**src/rtl/dp_ram_bist_ctrl.sv**
```systemverilog
// March C- BIST controller for a 1R/1W dual-port RAM (read port A, write port B).
// Optional build macro: DP_RAM_BIST_STOP_ON_FAIL_EN ends the run on the first mismatch.
module dp_ram_bist_ctrl #(
  parameter int ADDR_WIDTH = 1,
  parameter int DATA_WIDTH = 1
) (
  input  logic                  CLK,
  input  logic                  RSTN,
  input  logic                  START,
  output logic                  BUSY,
  output logic                  DONE,
  output logic                  FAIL,
  output logic [ADDR_WIDTH-1:0] FAIL_ADDR,
  output logic [2:0]            FAIL_ELEM,
  output logic [ADDR_WIDTH-1:0] AA,
  output logic                  CEA,
  output logic                  RDWENA,
  output logic [ADDR_WIDTH-1:0] AB,
  output logic [DATA_WIDTH-1:0] DB,
  output logic [DATA_WIDTH-1:0] BWB,
  output logic                  CEB,
  output logic                  RDWENB,
  input  logic [DATA_WIDTH-1:0] QA,
  output logic [2:0]            DBG_STATE
);

  typedef enum logic [2:0] {IDLE = 3'd0, EL0, RD, WR, EL5, DRAIN, FIN} state_t;

  localparam logic [ADDR_WIDTH-1:0] A_MAX  = '1;
  localparam logic [ADDR_WIDTH-1:0] A_ONE  = ADDR_WIDTH'(1);
  localparam logic [DATA_WIDTH-1:0] D_ONES = '1;

  state_t                state;
  logic [ADDR_WIDTH-1:0] addr;
  logic [2:0]            elem;
  logic [DATA_WIDTH-1:0] rd_exp;
  logic [2:0]            rd_elem;
  logic                  cmp_vld;
  logic [DATA_WIDTH-1:0] cmp_exp;
  logic [ADDR_WIDTH-1:0] cmp_addr;
  logic [2:0]            cmp_elem;
  logic                  mism;

  function automatic logic is_down(input logic [2:0] e);
    is_down = (e == 3'd3) || (e == 3'd4);
  endfunction

  function automatic logic [DATA_WIDTH-1:0] rd_pat(input logic [2:0] e);
    rd_pat = ((e == 3'd2) || (e == 3'd4)) ? D_ONES : '0;
  endfunction

  function automatic logic [DATA_WIDTH-1:0] wr_pat(input logic [2:0] e);
    wr_pat = ((e == 3'd1) || (e == 3'd3)) ? D_ONES : '0;
  endfunction

  function automatic logic [ADDR_WIDTH-1:0] first_addr(input logic [2:0] e);
    first_addr = is_down(e) ? A_MAX : '0;
  endfunction

  function automatic logic [ADDR_WIDTH-1:0] last_addr(input logic [2:0] e);
    last_addr = is_down(e) ? '0 : A_MAX;
  endfunction

  // QA belongs to the read issued one cycle earlier; cmp_* carry that read's context.
  assign mism      = cmp_vld && (QA != cmp_exp);
  assign RDWENA    = 1'b1;
  assign DBG_STATE = state;

  always_ff @(posedge CLK or negedge RSTN) begin
    if (!RSTN) begin
      state     <= IDLE;
      addr      <= '0;
      elem      <= 3'd0;
      BUSY      <= 1'b0;
      DONE      <= 1'b0;
      FAIL      <= 1'b0;
      FAIL_ADDR <= '0;
      FAIL_ELEM <= 3'd0;
      AA        <= '0;
      CEA       <= 1'b0;
      AB        <= '0;
      DB        <= '0;
      BWB       <= '0;
      CEB       <= 1'b0;
      RDWENB    <= 1'b1;
      rd_exp    <= '0;
      rd_elem   <= 3'd0;
      cmp_vld   <= 1'b0;
      cmp_exp   <= '0;
      cmp_addr  <= '0;
      cmp_elem  <= 3'd0;
    end else begin
      CEA      <= 1'b0;
      CEB      <= 1'b0;
      RDWENB   <= 1'b1;
      DONE     <= 1'b0;
      cmp_vld  <= CEA;
      cmp_exp  <= rd_exp;
      cmp_addr <= AA;
      cmp_elem <= rd_elem;
      // Outputs are registered together with the state that owns them.
      case (state)
        IDLE: if (START) begin
          state     <= EL0;
          addr      <= '0;
          elem      <= 3'd0;
          BUSY      <= 1'b1;
          FAIL      <= 1'b0;
          FAIL_ADDR <= '0;
          FAIL_ELEM <= 3'd0;
          CEB       <= 1'b1;
          RDWENB    <= 1'b0;
          AB        <= '0;
          DB        <= wr_pat(3'd0);
          BWB       <= D_ONES;
        end
        EL0: if (addr == A_MAX) begin
          state   <= RD;
          elem    <= 3'd1;
          addr    <= first_addr(3'd1);
          CEA     <= 1'b1;
          AA      <= first_addr(3'd1);
          rd_exp  <= rd_pat(3'd1);
          rd_elem <= 3'd1;
        end else begin
          addr   <= addr + A_ONE;
          CEB    <= 1'b1;
          RDWENB <= 1'b0;
          AB     <= addr + A_ONE;
          DB     <= wr_pat(elem);
          BWB    <= D_ONES;
        end
        RD: begin
          state  <= WR;
          CEB    <= 1'b1;
          RDWENB <= 1'b0;
          AB     <= addr;
          DB     <= wr_pat(elem);
          BWB    <= D_ONES;
        end
        WR: if (addr == last_addr(elem)) begin
          state   <= (elem == 3'd4) ? EL5 : RD;
          elem    <= elem + 3'd1;
          addr    <= first_addr(elem + 3'd1);
          CEA     <= 1'b1;
          AA      <= first_addr(elem + 3'd1);
          rd_exp  <= rd_pat(elem + 3'd1);
          rd_elem <= elem + 3'd1;
        end else begin
          state   <= RD;
          addr    <= is_down(elem) ? addr - A_ONE : addr + A_ONE;
          CEA     <= 1'b1;
          AA      <= is_down(elem) ? addr - A_ONE : addr + A_ONE;
          rd_exp  <= rd_pat(elem);
          rd_elem <= elem;
        end
        EL5: if (addr == A_MAX) begin
          state <= DRAIN;
        end else begin
          addr    <= addr + A_ONE;
          CEA     <= 1'b1;
          AA      <= addr + A_ONE;
          rd_exp  <= rd_pat(elem);
          rd_elem <= elem;
        end
        DRAIN: begin
          state <= FIN;
          BUSY  <= 1'b0;
          DONE  <= 1'b1;
        end
        FIN:     state <= IDLE;
        default: state <= IDLE;
      endcase
      if (mism && !FAIL) begin
        FAIL      <= 1'b1;
        FAIL_ADDR <= cmp_addr;
        FAIL_ELEM <= cmp_elem;
`ifdef DP_RAM_BIST_STOP_ON_FAIL_EN
        state  <= FIN;
        BUSY   <= 1'b0;
        DONE   <= 1'b1;
        CEA    <= 1'b0;
        CEB    <= 1'b0;
        RDWENB <= 1'b1;
`else
`endif
      end
    end
  end

endmodule
```
**config.mk**
```make
export PLATFORM = sky130hd
export DESIGN_NAME = dp_ram_bist_ctrl
export DESIGN_NICKNAME = d
export VERILOG_FILES = /design/src/rtl/dp_ram_bist_ctrl.sv
export SDC_FILE = /design/constraint.sdc
export NUM_CORES = 1
export LEC_CHECK = 0
export CAP_MARGIN = 15
export CELL_PAD_IN_SITES_DETAIL_PLACEMENT = 1
export CELL_PAD_IN_SITES_GLOBAL_PLACEMENT = 1
export CORE_AREA = 2 2 62 64
export CTS_CLUSTER_DIAMETER = 40
export DETAILED_ROUTE_END_ITERATION = 10
export DIE_AREA = 0 0 64 66
export PLACE_DENSITY_LB_ADDON = 0.1
export SLEW_MARGIN = 40
export SYNTH_ARGS = -nofsm -noshare
export SYNTH_HDL_FRONTEND = slang
export SYNTH_SLANG_ARGS = --single-unit
```
**constraint.sdc**
```tcl
create_clock -name CLK -period 3.4 [get_ports CLK]
set_input_delay 0.85 -clock CLK [delete_from_list [all_inputs] [get_ports CLK]]
set_output_delay 0.85 -clock CLK [all_outputs]
set_load 0.01 [all_outputs]
```
== Word-level counts from Yosys, hierarchy flattened ==
Index checks and enable logic that the tools add are counted.

* Add/sub/neg operators: 3
* Equality and inequality tests: 19
* Muxes and demuxes: 49
* Reduce and logical (&&, ||, !) cells: 23

{| class="wikitable"
|+ Operators by type and width
! cell !! count
|-
| 2-to-1 mux 3 bit || 11
|-
| 2-to-1 mux 1 bit || 25
|-
| case mux 1 bit (3 select lines) || 8
|-
| == test 3 x 2 -> 1 bit, second input constant || 6
|-
| case mux 3 bit (3 select lines) || 2
|-
| case mux 3 bit (6 select lines) || 1
|-
| == test 3 bit, second input constant || 4
|-
| AND reduction 3 bit || 4
|-
| != test 2 bit, second input constant || 5
|-
| nonzero test 3 bit || 3
|-
| == test 3 x 1 -> 1 bit, second input constant || 2
|-
| AND reduction 2 bit || 3
|-
| nonzero test 2 bit || 3
|-
| logical OR 1 bit || 5
|-
| case mux 1 bit (4 select lines) || 1
|-
| nonzero test 4 bit || 1
|-
| adder 3 x 1 -> 3 bit, second input constant || 1
|-
| logical NOT 3 bit || 1
|-
| logical AND 1 bit || 2
|-
| case mux 1 bit (2 select lines) || 1
|-
| adder 1 bit, second input constant || 1
|-
| == test 1 bit || 1
|-
| logical NOT 1 bit || 1
|-
| != test 1 bit || 1
|-
| subtractor 1 bit, second input constant || 1
|}

* Flip-flop bits (word level): 31
* Bits of input ports: 4
* Output and inout port bits: 18
* Word-level logic and storage cells: 115

== Logic depth before layout (Yosys ltp) ==
Gate-level depths: netlist (run 1).

* Word-level depth: 6
* Mapped depth: 10
* Gate-level depth less buffers: 9

== Least setup slack after synthesis (run 1) ==
OpenSTA, ideal clock, no wires.

* Kind: register -> register
* Start point: register elem[0]
* End point: register rd_elem[0]
* Setup time: 0.147 ns
* Arrival time: 1.799 ns
* Required time: 3.253 ns
* Slack: 1.453 ns
* Cell stages (with the launch flop): 11
* Buffers on the path: 1
* Period minus slack after synthesis: 1.947 ns
* Cell sequence: dfrtp_1 inv_1 ha_1 nand2_1 a21boi_0 ha_1 buf_2 nor2_1 nor2_1 o22ai_1 a21oi_1

* Word-level cells in the longest chain between the ends: 6
* Elaborated cells between the ends (all ways): 9
* Classes of those cells: 1 x add/sub; 3 x eq/ne; 4 x mux; 1 x reduce/logical

{| class="wikitable"
|+ RTL lines
! what !! line !! RTL
|-
| start: declaration || 35 || <nowiki>logic [2:0] elem;</nowiki>
|-
| start signal: assignment || 143 || <nowiki>elem <= elem + 3'd1;</nowiki>
|-
| == test 3 x 2 -> 1 bit or == test 3 bit (tied branches) || 45 || <nowiki>is_down = (e == 3'd3) || (e == 3'd4);</nowiki>
|-
| logical OR 1 bit || 45 ||
|-
| 2-to-1 mux 1 bit || 61 || <nowiki>last_addr = is_down(e) ? '0 : A_MAX;</nowiki>
|-
| == test 1 bit || 141 || <nowiki>WR: if (addr == last_addr(elem)) begin</nowiki>
|-
| 2-to-1 mux 3 bit || 141 ||
|-
| case mux 3 bit (3 select lines) * || 102 || <nowiki>case (state)</nowiki>
|-
| end signal: assignment || 148 || <nowiki>rd_elem <= elem + 3'd1;</nowiki>
|-
| end signal: assignment || 155 || <nowiki>rd_elem <= elem;</nowiki>
|-
| end signal: assignment || 164 || <nowiki>rd_elem <= elem;</nowiki>
|-
| end: declaration || 37 || <nowiki>logic [2:0] rd_elem;</nowiki>
|}

Every way passes the cells marked *; elsewhere a longest branch is shown, timed or not. The select of a mux whose other input is x is not followed.
A chain may end at the register's enable or synchronous reset.

== Final worst setup path (run 1) ==
* Start point: register state[1] (netlist: DBG_STATE[1])
* End point: output DBG_STATE[1]

{| class="wikitable"
|+ RTL lines
! what !! line !! RTL
|-
| start: declaration || 33 || <nowiki>state_t state;</nowiki>
|-
| start signal: assignment || 142 || <nowiki>state <= (elem == 3'd4) ? EL5 : RD;</nowiki>
|-
| end: declaration || 24 || <nowiki>output logic [2:0] DBG_STATE</nowiki>
|}

No word-level cell between the ends.

==> results.md, run 1 <==
- Vias in the first global route: around 1200
- Mapped cell area: 1513 sq um
- Rows: 22
- N_diodes: 0
- CP Data Arrival Time: between 1.5 and 2 ns
- Final Cell Area: roughly 1800 sq um
- Flops & latches, synth: 31
- Yosys warning total: 0
- Startpoint class of the critical path: flop
- Iteration-0 DRC Markers: 27
- Slew @ Worst Pin: ~0.65 ns
- Fmax: around 390 MHz
- Initial core utilization: a little over two fifths
- Total GRT Usage: between 10% and 20%
- Min-delay src: rd_exp
- Post-CTS Setup Bufs: 0
- Clk sinks: 31
- Drt first pass iters: 4
- Grt ovf: 0
- Worst skew pair latency: 0.33 ns
- VDD IR max: 0.3980 mV
- Crit-path slowest cell: dfrtp_1
- DP Area: between 1500 and 2000 sq um
- Element type at the critical path end: primary output
- Worst Reg2Reg Path Length in Cells: 9
- CTS Buffer Depth: 2
- I/O pin count: 22
- WP buf/inv: 1
- Core box area: 3551 sq um
- Die Wd: between 60 and 70 um
- P_leak: between 0.7 and 0.8 nW
- Via density per instance: between 5 and 6
- First-pass GRT wire length: around 5600 um
- Synth Flop Type: dfrtp_1
- Post-DRT Antenna Nets: 0
- Routed WL: 3176 um
- Clock root cell: clkbuf_4
- Asr flop ratio synth: 100.0%
- Slowest stage delay, CP: 0.71 ns
- CTS tree: done
- Setup CP Type: flop to primary output
- CP startpoint: DBG_STATE[1]
- Total CTS buffers: 5
- Normalized max-slew margin: a little under three fifths
- Post-synthesis net count: approximately 160
- Critical path required time: 2.55 ns
- Largest net degree at the start of global routing: 32
- Area grow syn2layout: 18.03%
- Max Slew Vio Count: 0
- Top Family by Delay on Critical Path: flip-flops
- Vias: between 1000 and 1500
- CP Max Fanout: 18
- Cts hold-fix bufs: 0
- R2r startpoint: elem[0]
- RR Endpoint: rd_elem[0]
- Sequential element share of the synthesized area: 51.36%
- Hold Path Depth: 0
- Count of final setup violators: 0
- Post-CTS sizing: 0
- Final Skew: 0.01000 ns
- Post-synth EDFFs: 0
- Net count, final: 179
- Clock slew at reported path FFs: about 0.10 ns
- CP cell instances: clkdlybuf4s50_1
- Routed len/inst: 14.64 um
- PortBufs: 20
- Hold Crit Class: flop to flop
- Status: complete, no violations
- Height of the die: 66 um
- Setup TNS: 0 ns
- Worst Hold End: cmp_exp
- Routability Congestion: between 0.8 and 0.9
- Layout filler cell count: 391
- Die area: between 4000 and 5000 sq um
- Reg2reg setup slack: between 1 and 1.5 ns
- Post-detail-place hpwl: 2385 um
- Initial antenna violation count: 0
- Max Cap Viol: 0
- DRC viols: 0
- Gate Count Post-Synth: around 150
- Layout cells sized above 1: 10.65%
- Pwr/cell area: 967.3 nW/um^2
- Hold Vio Cnt, Final: 0
- H-tree Lvls: 2
- Unique masters post-synth: 43
- Final worst path period need: about 2.5 ns
- RSZ-0062 raised after global routing: no
- Period utilization: 74.60%
- Avg Inst Size Synth: about 10 sq um
==> final cells by class <==
type,instances,area [sq um],area share (%)
multi-input cells,95,630.6,35.32
repair buffers,21,207.7,11.63
clock inverters,3,20.02,1.121
inverters,14,52.55,2.943
clock buffers,5,37.54,2.102
well taps,48,60.06,3.364
flip-flops and latches,31,777.0,43.52
==> power breakdown <==
part	internal, mW	total (mW)	switching, mW	leakage (nW)
Clock	0.0788	0.209	0.130	0.0272
Sequential	0.527	0.678	0.151	0.370
Combinational	0.403	0.841	0.438	0.396
==> layout by cell type (no fill, tap or decap), types with 4 or more instances in the layout <==
cell              n
clkbuf_4          5
ha_1              7
inv_1            14
o21ai_0          10
mux2i_1           4
nand2b_1          5
clkdlybuf4s50_1  20
a21oi_1          11
dfrtp_1          30
nand2_1           6
nand3_1           6
nor2_1           14
==> through the flow <==
stage | setup slack [ns] | total power [mW] | cells | hold slack (ns) | utilization, %
3_5_place_dp | 0.9143 | 1.539 | 209 | 0.3663 | 48.66
4_1_cts | 0.8760 | 1.755 | 217 | 0.3903 | 50.28
6_report | 0.8635 | 1.727 | 217 | 0.3797 | 50.28
3_3_place_gp | 0.9748 | 1.495 | 209 | 0.3589 | 48.66
5_1_grt | 0.7953 | 1.892 | 217 | 0.4044 | 50.28
2_1_floorplan | 1.453 | 1.229 | 148 | 0.3537 | -
==> Yosys cell counts (all sizes together) (2+ instances only) <==
cell type / count / share of area, %
a211oi: 2 / 0.99
a21oi: 12 / 4.2
buf: 6 / 3.0
clkbuf: 2 / 0.50
dfrtp: 30 / 50
ha: 7 / 5.8
inv: 14 / 3.5
mux2i: 4 / 2.6
nand2: 6 / 1.5
nand2b: 5 / 2.1
nand3: 6 / 2.0
nand3b: 2 / 0.99
nor2: 14 / 3.5
o21ai: 12 / 5.0
o22ai: 2 / 0.83
or2: 2 / 0.83
==> kinds of logic after synthesis <==
logic type	count (synthesis)	share of synthesized area, %
compound gates	40	17.78
xor+xnor	1	0.5791
fa+ha+maj	7	5.790
buf+inv	22	6.948
flops	31	51.37
mux	5	3.391
other cells	1	0.2479
simple gates	41	13.90
==> sequential cells by signal, summed over array words and instances (netlist names), 3 cells and up <==
| register | cells |
|---|---|
| FAIL_ELEM | 3 |
| rd_elem | 3 |
| cmp_elem | 3 |
| DBG_STATE | 3 |
| elem | 3 |
==> per-layer routing <==
layer	vias to the layer above	global-route usage, %	share of wire [%]
met1	531	21.05	45
met5	-	0	0
met4	0	7.880	2.0
met2	29	29.04	48
li1	553	-	-
met3	8	5.622	4.3
==> worst max-delay path by stage <==
stage / end / slack [ns] / cells after the start
final: DBG_STATE[1] / 0.86 / 1
after global routing: DBG_STATE[1] / 0.80 / 1
after CTS: DBG_STATE[1] / 0.88 / 1
after detailed placement: elem[0] / 0.91 / 5
after global placement: elem[1] / 0.97 / 5
after floorplan: rd_elem[0] / 1.45 / 10
No activity file was read; power rests on OpenSTA's default activity.
==> run 2, diff against run 1 <==
CORE_AREA = 2 2 67 69   (was 2 2 62 64)
DIE_AREA = 0 0 69 71   (was 0 0 64 66)
clock period = 2.2 ns   (was 3.4 ns; I/O delays follow)
==> results.md, run 2 (synthesis results as in run 1) <==
- Non-Filler Instances: 229 (+5.5%)
- Routability Congestion: 0.7687 (-4.2%)
- Area grow syn2layout: 24.48%
- Pwr/cell area: 1552 nW/um^2 (+60%)
- DP Area: 1785 sq um (+3.3%)
- VDD IR max: 0.6499 mV (+63%)
- Hold slack final: 0.3765 ns (-0.003153 ns)
- Placed Cells: 220 (+5.3%)
- Total GRT Usage: 15.06% (-2.6 points)
- Switching share of power: 39.49% (-2.1 points)
- Die area: 4899 sq um (+16%)
- First-pass GRT wire length: 5671 um (+1.6%)
- Clock slew at reported path FFs: 0.06 ns (-0.04 ns)
- Vias: 1150 (+2.6%)
- Share of power burned in registers: 34.2% (-5.0 points)
- CTS Buffer Depth: 2 (unchanged)
- Largest net degree at the start of global routing: 32 (unchanged)
- Rows: 24 (+9.1%)
- Status: complete, no violations
- Gate power share: 51.2% (+2.5 points)
- Hold Crit Class: flop to flop
- Fmax: around 490 MHz
- Post-detail-place hpwl: 2542 um (+6.6%)
- CP Max Fanout: 12 (-6)
- Total CTS buffers: 5 (unchanged)
- Setup CP Type: flop to flop
- Final worst path period need: ~2.0 ns
- CTS tree: done
- Reg2reg setup slack: 0.18 ns (-0.99 ns)
- RSZ-0062 raised after global routing: yes
- Util after Layout: 44.79% (-5.5 points)
- CP Data Arrival Time: 2.23 ns (+0.54 ns)
- Count of final setup violators: 0 (unchanged)
- I/O pin count: 22 (unchanged)
- Element type at the critical path end: flop
- Vias in the first global route: 1139 (-4.4%)
- Height of the die: 71 um (+7.6%)
- Net count, final: 187 (+4.5%)
- Worst skew pair latency: 0.28 ns (-0.05 ns)
- Final Cell Area: 1883 sq um (+5.5%)
- Initial antenna violation count: 0 (unchanged)
- Setup TNS: 0 ns (unchanged)
- Clock root cell: clkbuf_8
- Startpoint class of the critical path: flop
- Cts hold-fix bufs: 0 (unchanged)
- CP cell instances: inv_1 > ha_1 > nand2_1 > a21boi_0 > ha_2 > and2_1 > nor2_1 > o22ai_1 > a21oi_1
- Top Family by Delay on Critical Path: adder cells
- Routed WL: 3346 um (+5.4%)
- Grt ovf: 0 (unchanged)
- H-tree Lvls: 2 (unchanged)
- Max Slew Vio Count: 0 (unchanged)
- P_leak: 0.8445 nW (+6.6%)
- P_int: 1.768 mW (+75%)
- Final setup margin: 0.1768 ns (-0.6867 ns)
- N_diodes: 0 (unchanged)
- Period utilization: between 90% and 100%
- Critical path required time: 2.40 ns (-0.15 ns)
- Clk sinks: 31 (unchanged)
- PortBufs: 20 (unchanged)
- Final Skew: 0.006969 ns (-0.003033 ns)
- Layout cells sized above 1: 15.25% (+4.6 points)
- Core box area: 4204 sq um (+18%)
- Iteration-0 DRC Markers: 31 (+15%)
- Max Cap Viol: 0 (unchanged)
- Most frequent cells in the layout: 30 x dfrtp_1, 20 x clkdlybuf4s50_1, 14 x inv_1
- Layout filler cell count: 482 (+23%)
- Power Total: 2.923 mW (+69%)
- Net Sw Power: 1.154 mW (+61%)
- Via density per instance: 5.022 (-2.8%)
- Clock power share: 14.6% (+2.5 points)
- Post-DRT Antenna Nets: 0 (unchanged)
- Crit-path slowest cell: dfrtp_1
- Slowest stage delay, CP: 0.43 ns (-0.28 ns)
- Hold Vio Cnt, Final: 0 (unchanged)
- DP Worst Slack: 0.06950 ns (-0.8448 ns)
- Commonest non-fill, non-tap cell in the layout: dfrtp_1
- DRC viols: 0 (unchanged)
- Initial core utilization: 35.98% (-6.6 points)
- WP buf/inv: 1 (unchanged)
- Die Wd: 69 um (+7.8%)
- Routed len/inst: 14.61 um (-0.17%)
- Drt first pass iters: 4 (unchanged)
==> run 2: cell types whose count changed in the layout (fill, tap and decap cells not counted), sizes merged <==
cell      change
buf           +8
clkbuf        +2
clkinvlp      -2
==> run 2: final timing paths <==
path	cells past startpoint	from	endpoint
worst max-delay path	9	elem[0]	rd_elem[0]
worst min-delay path	0	rd_elem[1]	cmp_elem[1]
worst max register to register	9	elem[0]	rd_elem[0]
worst min register to register	0	rd_elem[1]	cmp_elem[1]
max in group asynchronous	2	RSTN	RDWENB
min in group asynchronous	2	RSTN	FAIL
==> run 2: cell type report <==
cell class | count | area [sq um] | area share [%]
Sequential cell | 31 | 777.0 | 41.26
Multi-Input combinational cell | 95 | 639.4 | 33.95
Timing Repair Buffer | 29 | 267.8 | 14.22
Clock buffer | 7 | 76.32 | 4.053
Tap cell | 52 | 65.06 | 3.455
Inverter | 14 | 52.55 | 2.791
Clock inverter | 1 | 5.005 | 0.2658
==> run 2: power by group through the flow <==
stage	sequential [mW]	clock (mW)	combinational, mW
after global placement	0.998	0	1.41
after detailed placement	1.01	0	1.46
after floorplan	1.01	0	0.891
after CTS	1.00	0.440	1.47
after global routing	1.03	0.475	1.67
final	0.998	0.427	1.50
==> run 2: layer usage <==
layer / up-vias / GRT usage, % / wire length [um]
met4: 0 / 6.536 / 59
met2: 23 / 23.61 / 1579
met5: - / 0 / 0
met1: 564 / 19.20 / 1572
li1: 558 / - / -
met3: 5 / 4.843 / 133
==> run 2: repair_timing <==
item                                    CTS  global route
endpoints found under the setup margin    0             4
resized for setup                         0             3
buffers inserted                          0             1
==> run 2: worst register-to-register path, stage by stage, from the launching register on <==
cell	delay, ns
dfrtp_1	0.43
inv_1	0.09
ha_1	0.23
nand2_1	0.08
a21boi_0	0.21
ha_2	0.39
and2_1	0.19
nor2_1	0.08
o22ai_1	0.08
a21oi_1	0.16
==> RTL edit, RTL diff (flow settings as in run 1) <==
Add an input register stage for `START` and `QA`; this delays them by one clock. Comments in the files are not updated.
--- a/src/rtl/dp_ram_bist_ctrl.sv
+++ b/src/rtl/dp_ram_bist_ctrl.sv
@@ -29,6 +29,14 @@
   localparam logic [ADDR_WIDTH-1:0] A_MAX  = '1;
   localparam logic [ADDR_WIDTH-1:0] A_ONE  = ADDR_WIDTH'(1);
   localparam logic [DATA_WIDTH-1:0] D_ONES = '1;
+
+  logic START_q;
+  logic [DATA_WIDTH-1:0] QA_q;
+
+  always_ff @(posedge CLK) begin
+    START_q <= START;
+    QA_q    <= QA;
+  end
 
   state_t                state;
   logic [ADDR_WIDTH-1:0] addr;
@@ -62,7 +70,7 @@
   endfunction
 
   // QA belongs to the read issued one cycle earlier; cmp_* carry that read's context.
-  assign mism      = cmp_vld && (QA != cmp_exp);
+  assign mism      = cmp_vld && (QA_q != cmp_exp);
   assign RDWENA    = 1'b1;
   assign DBG_STATE = state;
 
@@ -100,7 +108,7 @@
       cmp_elem <= rd_elem;
       // Outputs are registered together with the state that owns them.
       case (state)
-        IDLE: if (START) begin
+        IDLE: if (START_q) begin
           state     <= EL0;
           addr      <= '0;
           elem      <= 3'd0;
Behaviour: not the same (Yosys sat finds a counterexample within 4 cycles, from zero or initial values and one cycle with RSTN low).
==> RTL edit against run 1 <==
  * Sequential cell count grew 2
  * Cell area is 3.3% higher
  * Synthesized area grew 5.0%
  * Power rose by 1.4%
  * Wire length rose by 8.7%
  * Clock skew shrank 0.0021 ns
  * Clock power up 3%
  * Core utilization rose by 1.7 points
  * Register-to-register slack better by 0.02 ns
  * Worst setup slack got worse by 0.13 ns
  * Highest routed layer unchanged
==> RTL edit: results <==
{
  "critPathArrivalTime_ns": 1.82,
  "post-dp-hpwl_um": 2510,
  "synthXorXnorAreaFrac": 0.00551,
  "synth_nets": 164,
  "grt_use_total": 0.186,
  "synth_compound_area_frac": 0.165,
  "num_antenna_cells": 0,
  "finalSetupTns_ns": 0,
  "p_leak_uw": 0.000800,
  "drt_iter0_drc": 27,
  "r2r_start": "elem[0]",
  "finalClockSkew_ns": 0.00788,
  "routed_via_density": 5.27,
  "dp_cells": 213,
  "place_area_um2": 1790,
  "grt_pass1_wl_um": 5890,
  "synthArstFlopShare": 0.939,
  "yosys.area_share.adder": 0.0551,
  "synth_mux_area_frac": 0.0504,
  "gp_congestion": 0.857,
  "outcome": "finished clean",
  "synth_cell_type_count": 41,
  "cts_buffers": 5,
  "synth.top_cells.by_area": "dfrtp_1 (47%), o21ai_0 (5.7%), ha_1 (5.5%), a21oi_1 (3.1%), nand2_1 (2.8%)",
  "post_cts_resized": 0,
  "grt_pass1_vias": 1202,
  "slew_headroom": 0.529,
  "cp_max_fo": 22,
  "min_path_type": "reg2reg",
  "ys_seq_area_frac": 0.514,
  "final_cell_count_no_fill": 221,
  "cts_max_level": 2,
  "num-nets-final": 183,
  "avgSynthCellArea_um2": 10.4,
  "crit_path_max_incr_delay_ns": 0.81,
  "critPathTopFamily": "flip-flops",
  "wl_um": 3450,
  "clkTransAtPathRegs_ns": 0.10,
  "min_from": "rd_elem[2]",
  "synth_common_cells": "dfrtp_1 (30), o21ai_0 (18), nand2_1 (12)",
  "ir_drop_mv": 0.369,
  "drive_above_1_share": 0.127
}
-- RTL edit: changes by cell type in the layout (fill, tap and decap cells not counted), moves of 2 or more --
cell	before	now
o21ai_0	10	18
dfxtp_1	0	2
nand2_1	6	12
nor3b_1	0	2
mux2i_1	4	2
mux2_2	1	3
nor2_1	14	8
inv_1	14	10
nand2b_1	5	7
o211ai_1	1	3
a211oi_1	2	0
-- RTL edit: stage by stage --
step / setup slack, ns / hold slack, ns / total power (µW)
after floorplan: 1.53 / 0.354 / 1270
after global placement: 1.17 / 0.362 / 1490
after detailed placement: 1.14 / 0.366 / 1550
after CTS: 0.737 / 0.392 / 1770
after global routing: 0.643 / 0.402 / 1900
final: 0.733 / 0.390 / 1750
-- RTL edit: logic make-up (layout without fill, tap and decap cells) --
| group | Yosys count | in the layout |
|---|---|---|
| AOI/OAI and AO/OA | 43 | 43 |
| xor gates and xnor gates | 1 | 1 |
| adders and majority gates | 7 | 7 |
| buffers and inverters | 19 | 39 |
| DFF | 33 | 33 |
| muxes | 7 | 7 |
| other | 1 | 1 |
| and+or+nand+nor | 42 | 42 |
-- RTL edit: path summary, 6_finish.rpt --
path	endpoint	slack, ns	depth (start not counted)
max in group asynchronous	RDWENB	2.19	2
setup / recovery	DBG_STATE[1]	0.73	1
min in group asynchronous	AB	0.89	2
setup reg to reg	elem[2]	1.19	8
hold / removal	cmp_elem[2]	0.39	0
hold reg to reg	cmp_elem[2]	0.39	0
-- RTL edit: routing by layer --
| layer | GRT usage | wire (µm) | up-vias |
|---|---|---|---|
| met5 | 0 | 0 | - |
| met4 | 0.0761 | 72 | 0 |
| met3 | 0.0460 | 106 | 8 |
| met2 | 0.322 | 1750 | 20 |
| met1 | 0.220 | 1530 | 574 |
| li1 | - | - | 562 |
-- RTL edit: layout make-up --
| type | count | area (µm²) |
|---|---|---|
| Multi-Input combinational cell | 101 | 667 |
| Fill cell | 407 | 1710 |
| Clock inverter | 3 | 17.5 |
| Tap cell | 48 | 60.1 |
| Sequential cell | 33 | 817 |
| Inverter | 10 | 37.5 |
| Timing Repair Buffer | 21 | 208 |
| Clock buffer | 5 | 37.5 |
-- RTL edit: power breakdown --
group / internal, µW / switching, µW / total, µW / leakage [µW]
clock network: 77.9 / 138 / 216 / 0.0000310
logic: 407 / 413 / 819 / 0.000368
registers: 546 / 171 / 717 / 0.000401
total: 1030 / 721 / 1750 / 0.000800
